===== src/rtl/imsic_msi_write_slave.sv =====
// AXI4-Lite write responder that turns MSI stores into IMSIC set-pending requests.
// Optional IMSIC_MSI_SLVERR_EN: unmapped addresses answer SLVERR instead of OKAY.
module imsic_msi_write_slave #(
    parameter int unsigned NR_SRC                = 30,
    parameter int unsigned NR_IMSICS             = 4,
    parameter int unsigned NR_VS_FILES_PER_IMSIC = 1,
    parameter int unsigned AXI_ADDR_WIDTH        = 64,
    parameter int unsigned AXI_DATA_WIDTH        = 64,
    parameter logic [63:0] M_BASE_ADDR           = 64'h2400_0000,
    parameter logic [63:0] S_BASE_ADDR           = 64'h2800_0000,
    localparam int unsigned ImsicW = (NR_IMSICS > 1) ? $clog2(NR_IMSICS) : 1,
    localparam int unsigned FileW  = $clog2(NR_VS_FILES_PER_IMSIC + 2),
    localparam int unsigned EiidW  = $clog2(NR_SRC)
) (
    input  logic                        i_clk,
    input  logic                        i_rst,
    input  logic                        i_awvalid,
    output logic                        o_awready,
    input  logic [AXI_ADDR_WIDTH-1:0]   i_awaddr,
    input  logic                        i_wvalid,
    output logic                        o_wready,
    input  logic [AXI_DATA_WIDTH-1:0]   i_wdata,
    input  logic [AXI_DATA_WIDTH/8-1:0] i_wstrb,
    output logic                        o_bvalid,
    input  logic                        i_bready,
    output logic [1:0]                  o_bresp,
    output logic                        o_set_valid,
    input  logic                        i_set_ready,
    output logic [ImsicW-1:0]           o_set_imsic,
    output logic [FileW-1:0]            o_set_file,
    output logic [EiidW-1:0]            o_set_eiid
);

    localparam int unsigned FilesPerHart = NR_VS_FILES_PER_IMSIC + 1;
    localparam logic [63:0] MSize = 64'(NR_IMSICS) << 12;
    localparam logic [63:0] SSize = 64'(NR_IMSICS * FilesPerHart) << 12;

    typedef enum logic [2:0] {StIdle, StWaitW, StWaitAw, StIssue, StResp} state_e;

    state_e                      state_q, state_d;
    logic                        rst_hold_q;
    logic [AXI_ADDR_WIDTH-1:0]   awaddr_q;
    logic [AXI_DATA_WIDTH-1:0]   wdata_q;
    logic [AXI_DATA_WIDTH/8-1:0] wstrb_q;

    logic        aw_fire, w_fire;
    logic [63:0] addr64, m_off, s_off;
    logic [31:0] m_page, s_page;
    logic        m_hit, s_hit, mapped, lane_sel, set_req;
    logic [31:0] lane_data;
    logic [3:0]  lane_strb;
    logic [ImsicW-1:0] dec_imsic;
    logic [FileW-1:0]  dec_file;
    logic [1:0]        resp_code;

    assign aw_fire = i_awvalid && o_awready;
    assign w_fire  = i_wvalid && o_wready;

    always_ff @(posedge i_clk) begin
        if (i_rst) begin
            state_q    <= StIdle;
            rst_hold_q <= 1'b1;
        end else begin
            state_q    <= state_d;
            rst_hold_q <= 1'b0;
        end
    end

    always_ff @(posedge i_clk) begin
        if (i_rst) begin
            awaddr_q <= '0;
            wdata_q  <= '0;
            wstrb_q  <= '0;
        end else begin
            if (aw_fire) awaddr_q <= i_awaddr;
            if (w_fire) begin
                wdata_q <= i_wdata;
                wstrb_q <= i_wstrb;
            end
        end
    end

    // Decode is purely from the captured registers.
    always_comb begin
        addr64    = 64'(awaddr_q);
        m_off     = addr64 - M_BASE_ADDR;
        s_off     = addr64 - S_BASE_ADDR;
        m_page    = 32'(m_off >> 12);
        s_page    = 32'(s_off >> 12);
        m_hit     = (addr64 >= M_BASE_ADDR) && (addr64 < M_BASE_ADDR + MSize);
        s_hit     = (addr64 >= S_BASE_ADDR) && (addr64 < S_BASE_ADDR + SSize);
        mapped    = 1'b0;
        dec_imsic = '0;
        dec_file  = '0;
        if (m_hit) begin
            mapped    = 1'b1;
            dec_imsic = ImsicW'(m_page);
        end else if (s_hit) begin
            mapped    = 1'b1;
            dec_imsic = ImsicW'(s_page / FilesPerHart);
            dec_file  = FileW'(1 + (s_page % FilesPerHart));
        end
        lane_sel  = (AXI_DATA_WIDTH == 64) ? awaddr_q[2] : 1'b0;
        lane_data = lane_sel ? wdata_q[AXI_DATA_WIDTH-1 -: 32] : wdata_q[31:0];
        lane_strb = lane_sel ? wstrb_q[AXI_DATA_WIDTH/8-1 -: 4] : wstrb_q[3:0];
        set_req   = mapped && (addr64[11:0] == 12'h000) && (&lane_strb) &&
                    (lane_data >= 32'd1) && (lane_data < NR_SRC);
`ifdef IMSIC_MSI_SLVERR_EN
        resp_code = mapped ? 2'b00 : 2'b10;
`else
        resp_code = 2'b00;
`endif
    end

    always_comb begin
        state_d = state_q;
        unique case (state_q)
            StIdle: begin
                if (aw_fire && w_fire) state_d = StIssue;
                else if (aw_fire)      state_d = StWaitW;
                else if (w_fire)       state_d = StWaitAw;
            end
            StWaitW:  if (w_fire) state_d = StIssue;
            StWaitAw: if (aw_fire) state_d = StIssue;
            StIssue:  if (!set_req || i_set_ready) state_d = StResp;
            StResp:   if (i_bready) state_d = StIdle;
            default:  state_d = StIdle;
        endcase
    end

    // Readies held low for the cycle in which reset was last sampled.
    always_comb begin
        o_awready   = !rst_hold_q && ((state_q == StIdle) || (state_q == StWaitAw));
        o_wready    = !rst_hold_q && ((state_q == StIdle) || (state_q == StWaitW));
        o_set_valid = (state_q == StIssue) && set_req;
        o_bvalid    = (state_q == StResp);
        o_bresp     = (state_q == StResp) ? resp_code : 2'b00;
        o_set_imsic = o_set_valid ? dec_imsic : '0;
        o_set_file  = o_set_valid ? dec_file : '0;
        o_set_eiid  = o_set_valid ? EiidW'(lane_data) : '0;
    end

endmodule


===== config.mk =====
export PLATFORM = sky130hd
export DESIGN_NAME = imsic_msi_write_slave
export DESIGN_NICKNAME = d
export VERILOG_FILES = /design/src/rtl/imsic_msi_write_slave.sv
export SDC_FILE = /design/constraint.sdc
export NUM_CORES = 1
export LEC_CHECK = 0
export BUFFER_PORTS_ARGS = -buffer_cell sky130_fd_sc_hd__buf_2
export CORE_MARGIN = 8
export CORE_UTILIZATION = 52
export DETAILED_ROUTE_END_ITERATION = 12
export GPL_TIMING_DRIVEN = 0
export PLACE_DENSITY_LB_ADDON = 0.25
export SLEW_MARGIN = 20
export SYNTH_ARGS = -nofsm -noshare
export SYNTH_HDL_FRONTEND = slang
export SYNTH_SLANG_ARGS = --single-unit

===== constraint.sdc =====
create_clock -name i_clk -period 2.2 [get_ports i_clk]
set_input_delay 0.22 -clock i_clk [delete_from_list [all_inputs] [get_ports i_clk]]
set_output_delay 0.22 -clock i_clk [all_outputs]
set_load 0.05 [all_outputs]

==> results.json, run 1 <==
{
  "ys.flop_type": "dfxtp_1",
  "yosys-top-cells-area": "dfxtp_1 50%, nand2_1 19%, a21oi_1 12%",
  "port_buffers": 152,
  "p_leak_nw": 3.57,
  "syn2layout_area_growth_pct": 59.5,
  "synth_top_area_share": 0.498,
  "drc": 0,
  "ys.warnings.count": 0,
  "setup_viol": 10,
  "drtIter0Drc": 621,
  "r2r_setup_slack_ns": 0.17,
  "syn_area_um2": 5550,
  "slowest_stage": "dfxtp_4",
  "crit_cells": 8,
  "wirelength_um": 21200,
  "cts_tree": "yes",
  "cp.arrival_ns": 2.45,
  "grt_usage": 0.284,
  "crit_required_ns": 1.98,
  "synth_edf_count": 0,
  "worst_pin_slew_ns": 0.668,
  "first_pass_iters": 7,
  "skew_ns": 0.00969,
  "ant_nets": 0,
  "period_share": 1.21,
  "maxCapViolCount": 0,
  "status": "finished, violations left",
  "grt_pass1_wl_um": 32500,
  "ys_seq_area_frac": 0.498,
  "crit_fanout": 7,
  "violations": "negative setup slack",
  "synthCells": 728,
  "p_per_area_nw_per_um2": 739,
  "r2r_start": "rst_hold_q",
  "finalHoldViolations": 0,
  "end_kind": "output port",
  "wl_per_cell_um": 17.8,
  "holdCritStartpoint": "i_set_ready",
  "syn_area_per_cell_um2": 7.62,
  "final_nets": 1184,
  "setup_ws_ns": -0.465,
  "path_clk_slew_ns": 0.07,
  "yosys.area.top_type": "dfxtp_1",
  "synth-seq-cells": 138,
  "p_total_mw": 6.54,
  "die_w_um": 119,
  "antenna_found_initial": 4,
  "grt_overflow_total": 0,
  "dp_hpwl_um": 12200,
  "placed_cell_area_um2": 6480,
  "design.core.area_um2": 10300,
  "drt-vias-per-instance": 5.60,
  "worstReg2RegEnd": "addr64[57]",
  "crit_buf_inv": 3,
  "critical_path.top_delay_family": "simple AND/OR/NAND/NOR gates",
  "cts_buffer_depth": 2,
  "drive_above_1_share": 0.227,
  "vdd_ir_drop_max_mv": 0.519,
  "row_count": 37,
  "htree_levels": 4,
  "vias": 6691,
  "final_area_um2": 8850,
  "die-area_um2": 14200,
  "worstSetupPathType": "reg2out",
  "crit_chain": "buf_12 -> nor4_2 -> nand4_1 -> nor2_2 -> nand4_4 -> clkbuf_16 -> nor3_4 -> buf_6",
  "gp_congestion": 0.871,
  "cts_root_buf": "clkbuf_8",
  "io-pin-count": 157,
  "numCtsBuffers": 17,
  "holdPathStages": 4,
  "async_reset_ff_frac": 0,
  "grt_start_max_net_pins": 17,
  "relSlewSlack": 0.555,
  "drv_slew": 0,
  "die_y_um": 119,
  "start_kind": "flop",
  "min_to": "state_q[0]",
  "r2r_cells": 6,
  "rsz0062_at_grt": "true",
  "clock_latency_ns": 0.53,
  "dp_cells": 1017,
  "holdWs_ns": 0.0155,
  "hold_path.class": "in2reg",
  "yosysUniqueCellTypes": 39,
  "grt_pass1_vias": 6570,
  "clock-sinks": 138,
  "start_util": 0.537,
  "post-route-min-period_ns": 2.67,
  "fmax_ghz": 0.375,
  "finalNonFillerCells": 1195,
  "critical_path.max_stage_delay_ns": 0.40
}
cell usage after synthesis (all sizes together) (2+ instances only):
master	count
nand2	274
a21oi	138
dfxtp	138
clkbuf	37
nor4	32
nor3	17
nand4	14
buf	13
nor2	12
mux2i	9
nand3	7
o21ai	6
nor3b	3
nor4b	3
or3	3
or4	3
and4	2
nand2b	2
flip-flops by register name, indices dropped and copies added (netlist names):
register / flops
wdata_q: 62
rst_hold_q: 1
wstrb_q: 8
addr64: 64
state_q: 3
power breakdown:
part	internal, mW	switching (mW)
Clock	1.68	1.14
Sequential	2.63	0.108
Combinational	0.472	0.509
per-stage QoR:
stage | util | setup TNS [ns] | setup slack [ns]
2_1_floorplan | - | -2.72 | -0.388
3_3_place_gp | 0.628 | -1.65 | -0.236
3_5_place_dp | 0.628 | -1.69 | -0.251
4_1_cts | 0.840 | -3.46 | -0.362
5_1_grt | 0.857 | -4.94 | -0.537
6_report | 0.857 | -4.29 | -0.465
cell type report:
cell class              count  area, µm²
inverters                   1       3.75
fillers                   548       1480
clock buffers              19        442
plain buffers              50        234
diodes                      4       10.0
flip-flops and latches    138       2770
well taps                 136        170
multi-input cells         540       2800
repair buffers            294       2280
clock inverters            13        143
repair_timing:
action	in CTS	in global routing
pin swaps	13	2
hold buffers	135	0
resized for setup	54	23
gates cloned	0	1
setup buffers	3	3
setup endpoints to repair	10	28
hold endpoints to repair	135	0
logic make-up (layout without fill, tap and decap cells):
kind of cell,Yosys count,in the layout,share of synthesized area
buf+inv,51,377,0.0388
other cells,1,6,0.000676
flops,138,138,0.498
compound gates,151,151,0.143
simple gates,378,378,0.303
mux,9,9,0.0162
metal layers:
metal,vias to the layer above,track usage,part of all wire
met4,0,0.145,0.037
met5,-,0,0
met1,3095,0.313,0.38
met2,399,0.490,0.50
met3,77,0.0822,0.083
li1,3120,-,-
cells in the final DEF (no fill, tap or decap), drive strengths merged, types with 3 or more instances in the layout:
master         n
a21oi        138
buf          171
clkbuf        57
clkinv         6
dfxtp        138
diode          4
dlygate4sd3  135
inv            4
mux2i          9
nand2        274
nand3          7
nand4         14
nor2          12
nor3          17
nor3b          3
nor4          32
nor4b          3
o21ai          6
or3            3
or4            3
worst max-delay path by stage:
stage	from	slack [ns]	end
3_5_place_dp	addr64[2]	-0.25	o_set_eiid[0]
3_3_place_gp	addr64[2]	-0.24	o_set_eiid[4]
2_1_floorplan	addr64[62]	-0.39	o_set_eiid[0]
5_1_grt	addr64[21]	-0.54	o_set_imsic[0]
6_report	addr64[2]	-0.47	o_set_eiid[2]
4_1_cts	addr64[2]	-0.36	o_set_eiid[0]
worst reg2reg max path, stage by stage (launching register included):
cell      delay [ns]
dfxtp_1         0.38
nand2b_1        0.24
or3_1           0.14
clkbuf_1        0.46
clkbuf_1        0.42
nand2_1         0.13
a21oi_1         0.18
No activity file was read; power rests on OpenSTA's default activity.
==> run 2: changes to the inputs <==
ABC_CLOCK_PERIOD_IN_PS = 2200   (was unset)
CELL_PAD_IN_SITES_DETAIL_PLACEMENT = 1   (was unset)
CELL_PAD_IN_SITES_GLOBAL_PLACEMENT = 1   (was unset)
CORE_UTILIZATION = 37   (was 52)
TNS_END_PERCENT = 20   (was unset)
==> run 2 against run 1 <==
  * The run still ends with negative setup slack left
  * Register-to-register slack lost 0.06 ns
  * Sequential power is essentially flat
  * Setup slack gained 0.11 ns
  * Critical path type unchanged
  * Routed wire length shrank 6.4%
  * Largest power group unchanged
==> results.json, run 2 (synthesis results as in run 1) <==
{
  "vdd_ir_drop_max_mv": 0.523,
  "placed_cell_area_um2": 6540,
  "design.core.area_um2": 14600,
  "port_buffers": 152,
  "wirelength_um": 19900,
  "final_nets": 1056,
  "setup_tns_ns": -2.93,
  "worst_pin_slew_ns": 0.825,
  "drc": 0,
  "cts_buffer_depth": 2,
  "crit_required_ns": 1.98,
  "post-route-min-period_ns": 2.55,
  "clock_latency_ns": 0.42,
  "crit_fanout": 5,
  "antennaDiodeCount": 0,
  "clock-sinks": 138,
  "start_kind": "flop",
  "status": "finished, violations left",
  "start_util": 0.380,
  "row_count": 44,
  "dp_cells": 1065,
  "numCtsBuffers": 17,
  "critical_path.top_delay_family": "simple AND/OR/NAND/NOR gates",
  "period_share": 1.16,
  "path_clk_slew_ns": 0.06,
  "final_area_um2": 7700,
  "die-area_um2": 19200,
  "drtIter0Drc": 316,
  "htree_levels": 4,
  "r2r_start": "rst_hold_q",
  "final_cell_mix": "273 x nand2_1, 150 x buf_2, 138 x a21oi_1",
  "io-pin-count": 157,
  "drt-vias-per-instance": 5.14,
  "fmax_ghz": 0.392,
  "first_pass_iters": 5,
  "critical_path.max_stage_delay_ns": 0.54,
  "dp_hpwl_um": 14600,
  "grt_start_max_net_pins": 17,
  "cts_root_buf": "clkbuf_16",
  "grt_pass1_wl_um": 31500,
  "setup_viol": 10,
  "crit_buf_inv": 2,
  "relSlewSlack": 0.447,
  "slowest_stage": "or4_4",
  "final_common_cell": "nand2_1",
  "syn2layout_area_growth_pct": 38.7,
  "p_leak_nw": 3.05,
  "drive_above_1_share": 0.271,
  "final_core_util": 0.528,
  "die_w_um": 138,
  "end_kind": "output port",
  "setup_ws_ns": -0.354,
  "worstSetupPathType": "reg2out",
  "startpoint": "addr64[62]",
  "die_y_um": 138,
  "antenna_found_initial": 0,
  "grt_usage": 0.202,
  "holdCritStartpoint": "i_awaddr[20]",
  "wl_per_cell_um": 17.9,
  "grt_pass1_vias": 6273,
  "crit_chain": "or4_4 -> nor4_4 -> buf_4 -> nand4_4 -> nor3_4 -> buf_6",
  "drv_slew": 0,
  "cp.arrival_ns": 2.33,
  "finalNonFillerCells": 1111,
  "finalHoldViolations": 0,
  "grt_overflow_total": 0,
  "hold_path.class": "in2reg",
  "p_total_mw": 6.64,
  "violations": "negative setup slack",
  "vias": 5716,
  "skew_ns": 0.00565,
  "ant_nets": 0,
  "p_per_area_nw_per_um2": 863,
  "maxCapViolCount": 0,
  "rsz0062_at_grt": "true",
  "gp_congestion": 0.830,
  "cts_tree": "yes",
  "largest_register_ffs": 64
}
run 2: tightest hold or removal path, delay by kind of cell:
kind | cells | cell delay, ns
compound gates | 1 | 0.05
buf+inv | 1 | 0.10
simple gates | 1 | 0.05
run 2: path summary, 6_finish.rpt:
check | to | slack (ns) | cells after the start
max reg2reg | addr64[50] | 0.11 | 6
max | o_set_eiid[4] | -0.35 | 6
min reg2reg | wdata_q[47] | 0.46 | 2
min | addr64[20] | 0.04 | 3
run 2: layout make-up:
type                    instances  area, µm²
plain buffers                  50        233
clock buffers                  21        470
clock inverters                11        166
fillers                      1839       6890
inverters                       1       3.75
multi-input cells             541       2860
flip-flops and latches        138       2770
well taps                     184        230
repair buffers                165        960
run 2: repair_timing:
item,in CTS,in global routing
hold buffers,1,0
hold endpoints to repair,1,0
setup buffers,4,8
gates cloned,1,0
resized for setup,62,22
setup endpoints to repair,10,56
pin swaps,14,12
run 2: power breakdown:
part,total [mW],internal [mW],switching [mW]
logic,0.828,0.347,0.481
clock network,3.06,1.98,1.08
registers,2.75,2.63,0.114
total,6.64,4.96,1.68
run 2: per-stage QoR:
stage,hold slack [ns],setup WS [ns]
6_report,0.0393,-0.354
2_1_floorplan,0.248,-0.388
3_3_place_gp,0.345,-0.332
4_1_cts,0.0212,-0.365
5_1_grt,0.0279,-0.419
3_5_place_dp,0.344,-0.374
run 2: routing by layer:
metal | vias up | part of all wire | GRT usage
met5 | - | 0 | 0
met2 | 155 | 0.48 | 0.329
met3 | 26 | 0.052 | 0.0562
li1 | 2856 | - | -
met1 | 2679 | 0.45 | 0.251
met4 | 0 | 0.017 | 0.0692
==> run 3: changes to the inputs <==
HOLD_SLACK_MARGIN = 0.15   (was unset)
SETUP_SLACK_MARGIN = 0.15   (was unset)
==> run 3 against run 2 <==
  * The flow still finishes with violations (negative setup slack)
  * Fmax increased by 0.52%
  * Cell area grew 16%
  * Clock skew rose by 0.0022 ns
  * Largest cell class unchanged
  * Highest routed layer unchanged
==> results.json, run 3 (synthesis results as in run 1) <==
{
  "clock-sinks": 138,
  "status": "finished, violations left",
  "violations": "negative setup slack",
  "worst_pin_slew_ns": 0.617,
  "final_nets": 1190,
  "grt_overflow_total": 0,
  "syn2layout_area_growth_pct": 61.5,
  "port_buffers": 152,
  "cts_buffer_depth": 2,
  "drv_slew": 0,
  "drive_above_1_share": 0.230,
  "die_w_um": 138,
  "hold_path.class": "in2reg",
  "gp_congestion": 0.793,
  "final_common_cell": "nand2_1",
  "numCtsBuffers": 17,
  "cts_root_buf": "clkbuf_16",
  "wl_per_cell_um": 20.4,
  "antenna_found_initial": 7,
  "final_cell_mix": "273 x nand2_1, 150 x buf_2, 138 x a21oi_1",
  "ant_nets": 0,
  "vias": 6643,
  "p_leak_nw": 3.60,
  "period_share": 1.15,
  "fmax_ghz": 0.394,
  "switching_share": 0.266,
  "drt-vias-per-instance": 5.31,
  "dp_hpwl_um": 14600,
  "first_pass_iters": 4,
  "largest_register_ffs": 64,
  "grt_usage": 0.253,
  "setup_tns_ns": -3.10,
  "maxCapViolCount": 0,
  "power_switching_mw": 1.75,
  "setup_viol": 10,
  "design.core.area_um2": 14600,
  "htree_levels": 4,
  "vdd_ir_drop_max_mv": 0.588,
  "post-route-min-period_ns": 2.54,
  "io-pin-count": 157,
  "clkPwrFrac": 0.425,
  "seq_power_share": 0.419,
  "skew_ns": 0.00788,
  "die-area_um2": 19200,
  "path_clk_slew_ns": 0.06,
  "rsz0062_at_grt": "true",
  "grt_pass1_vias": 7306,
  "start_kind": "flop",
  "combPwrFrac": 0.156,
  "grt_pass1_wl_um": 38800,
  "drc": 0,
  "grt_start_max_net_pins": 17,
  "wirelength_um": 25500,
  "drtIter0Drc": 381,
  "internal_power_mw": 4.82,
  "cp.arrival_ns": 2.32,
  "cts_tree": "yes",
  "final_core_util": 0.614,
  "crit_fanout": 4,
  "worstSetupPathType": "reg2out",
  "setup_ws_ns": -0.340,
  "p_per_area_nw_per_um2": 733,
  "relSlewSlack": 0.589,
  "clock_latency_ns": 0.43,
  "die_y_um": 138,
  "finalHoldViolations": 0,
  "start_util": 0.380,
  "end_kind": "output port",
  "row_count": 44,
  "crit_required_ns": 1.98
}
-- run 3: cell count changes in the layout (fill, tap and decap cells not counted), moves of 2 or more --
cell and delta:
diode_2 +7, dlygate4sd3_1 +135, dfxtp_2 -3, dfxtp_1 +3, clkinv_2 +3, bufinv_16 -2, clkbuf_2 +3, buf_6 -2
nor4_1 +2, clkinvlp_4 -2
-- run 3: area by class of cell --
cell class / instances / area, µm²
clock inverters: 9 / 97.6
well taps: 184 / 230
repair buffers: 300 / 2330
clock buffers: 22 / 464
plain buffers: 50 / 231
fillers: 1737 / 5630
inverters: 1 / 3.75
diodes: 7 / 17.5
flip-flops and latches: 138 / 2770
multi-input cells: 540 / 2820
-- run 3: final timing paths --
kind,startpoint,endpoint,cells after the start,slack (ns)
hold / removal,i_bready,state_q[2],4,0.20
setup reg to reg,addr64[60],state_q[2],5,0.25
hold reg to reg,wdata_q[23],wdata_q[23],2,0.45
setup / recovery,wdata_q[20],o_set_imsic[0],7,-0.34
-- run 3: stage by stage --
step	cells	hold slack [ns]	setup slack [ns]	total power [mW]	area (µm²)
finish	1251	0.196	-0.340	6.57	8960
detailed placement	1065	0.348	-0.366	3.51	6670
CTS	1238	0.181	-0.315	6.46	8780
floorplan	729	0.248	0.0592	3.20	5670
global route	1251	0.242	-0.449	6.79	8960
global placement	1065	0.340	-0.337	3.47	6670
-- run 3: critical path, cell delays in order (launching register included) --
cell and delay, ns:
dfxtp_1 0.34, nor4_2 0.27, nand4_1 0.29, o22ai_4 0.26
nand3_4 0.14, buf_4 0.17, nor3_4 0.22, buf_6 0.19
-- run 3: per-layer routing --
layer / track usage / share of wire
met1: 0.278 / 0.40
met2: 0.447 / 0.52
met3: 0.0551 / 0.045
met4: 0.129 / 0.036
met5: 0 / 0
-- run 3: repair_timing --
item | in CTS | in global routing
gates resized for setup | 36 | 20
endpoints found under the setup margin | 70 | 107
hold endpoints to repair | 138 | 0
gates cloned | 0 | 1
setup buffers | 6 | 5
pin swaps | 8 | 15
hold buffers | 136 | 0
-- run 3: power by group through the flow --
stage	clock [mW]	sequential [mW]	combinational (mW)
floorplan	0	2.75	0.454
global placement	0	2.77	0.701
detailed placement	0	2.78	0.731
CTS	2.79	2.73	0.946
global route	2.93	2.76	1.10
finish	2.79	2.75	1.03
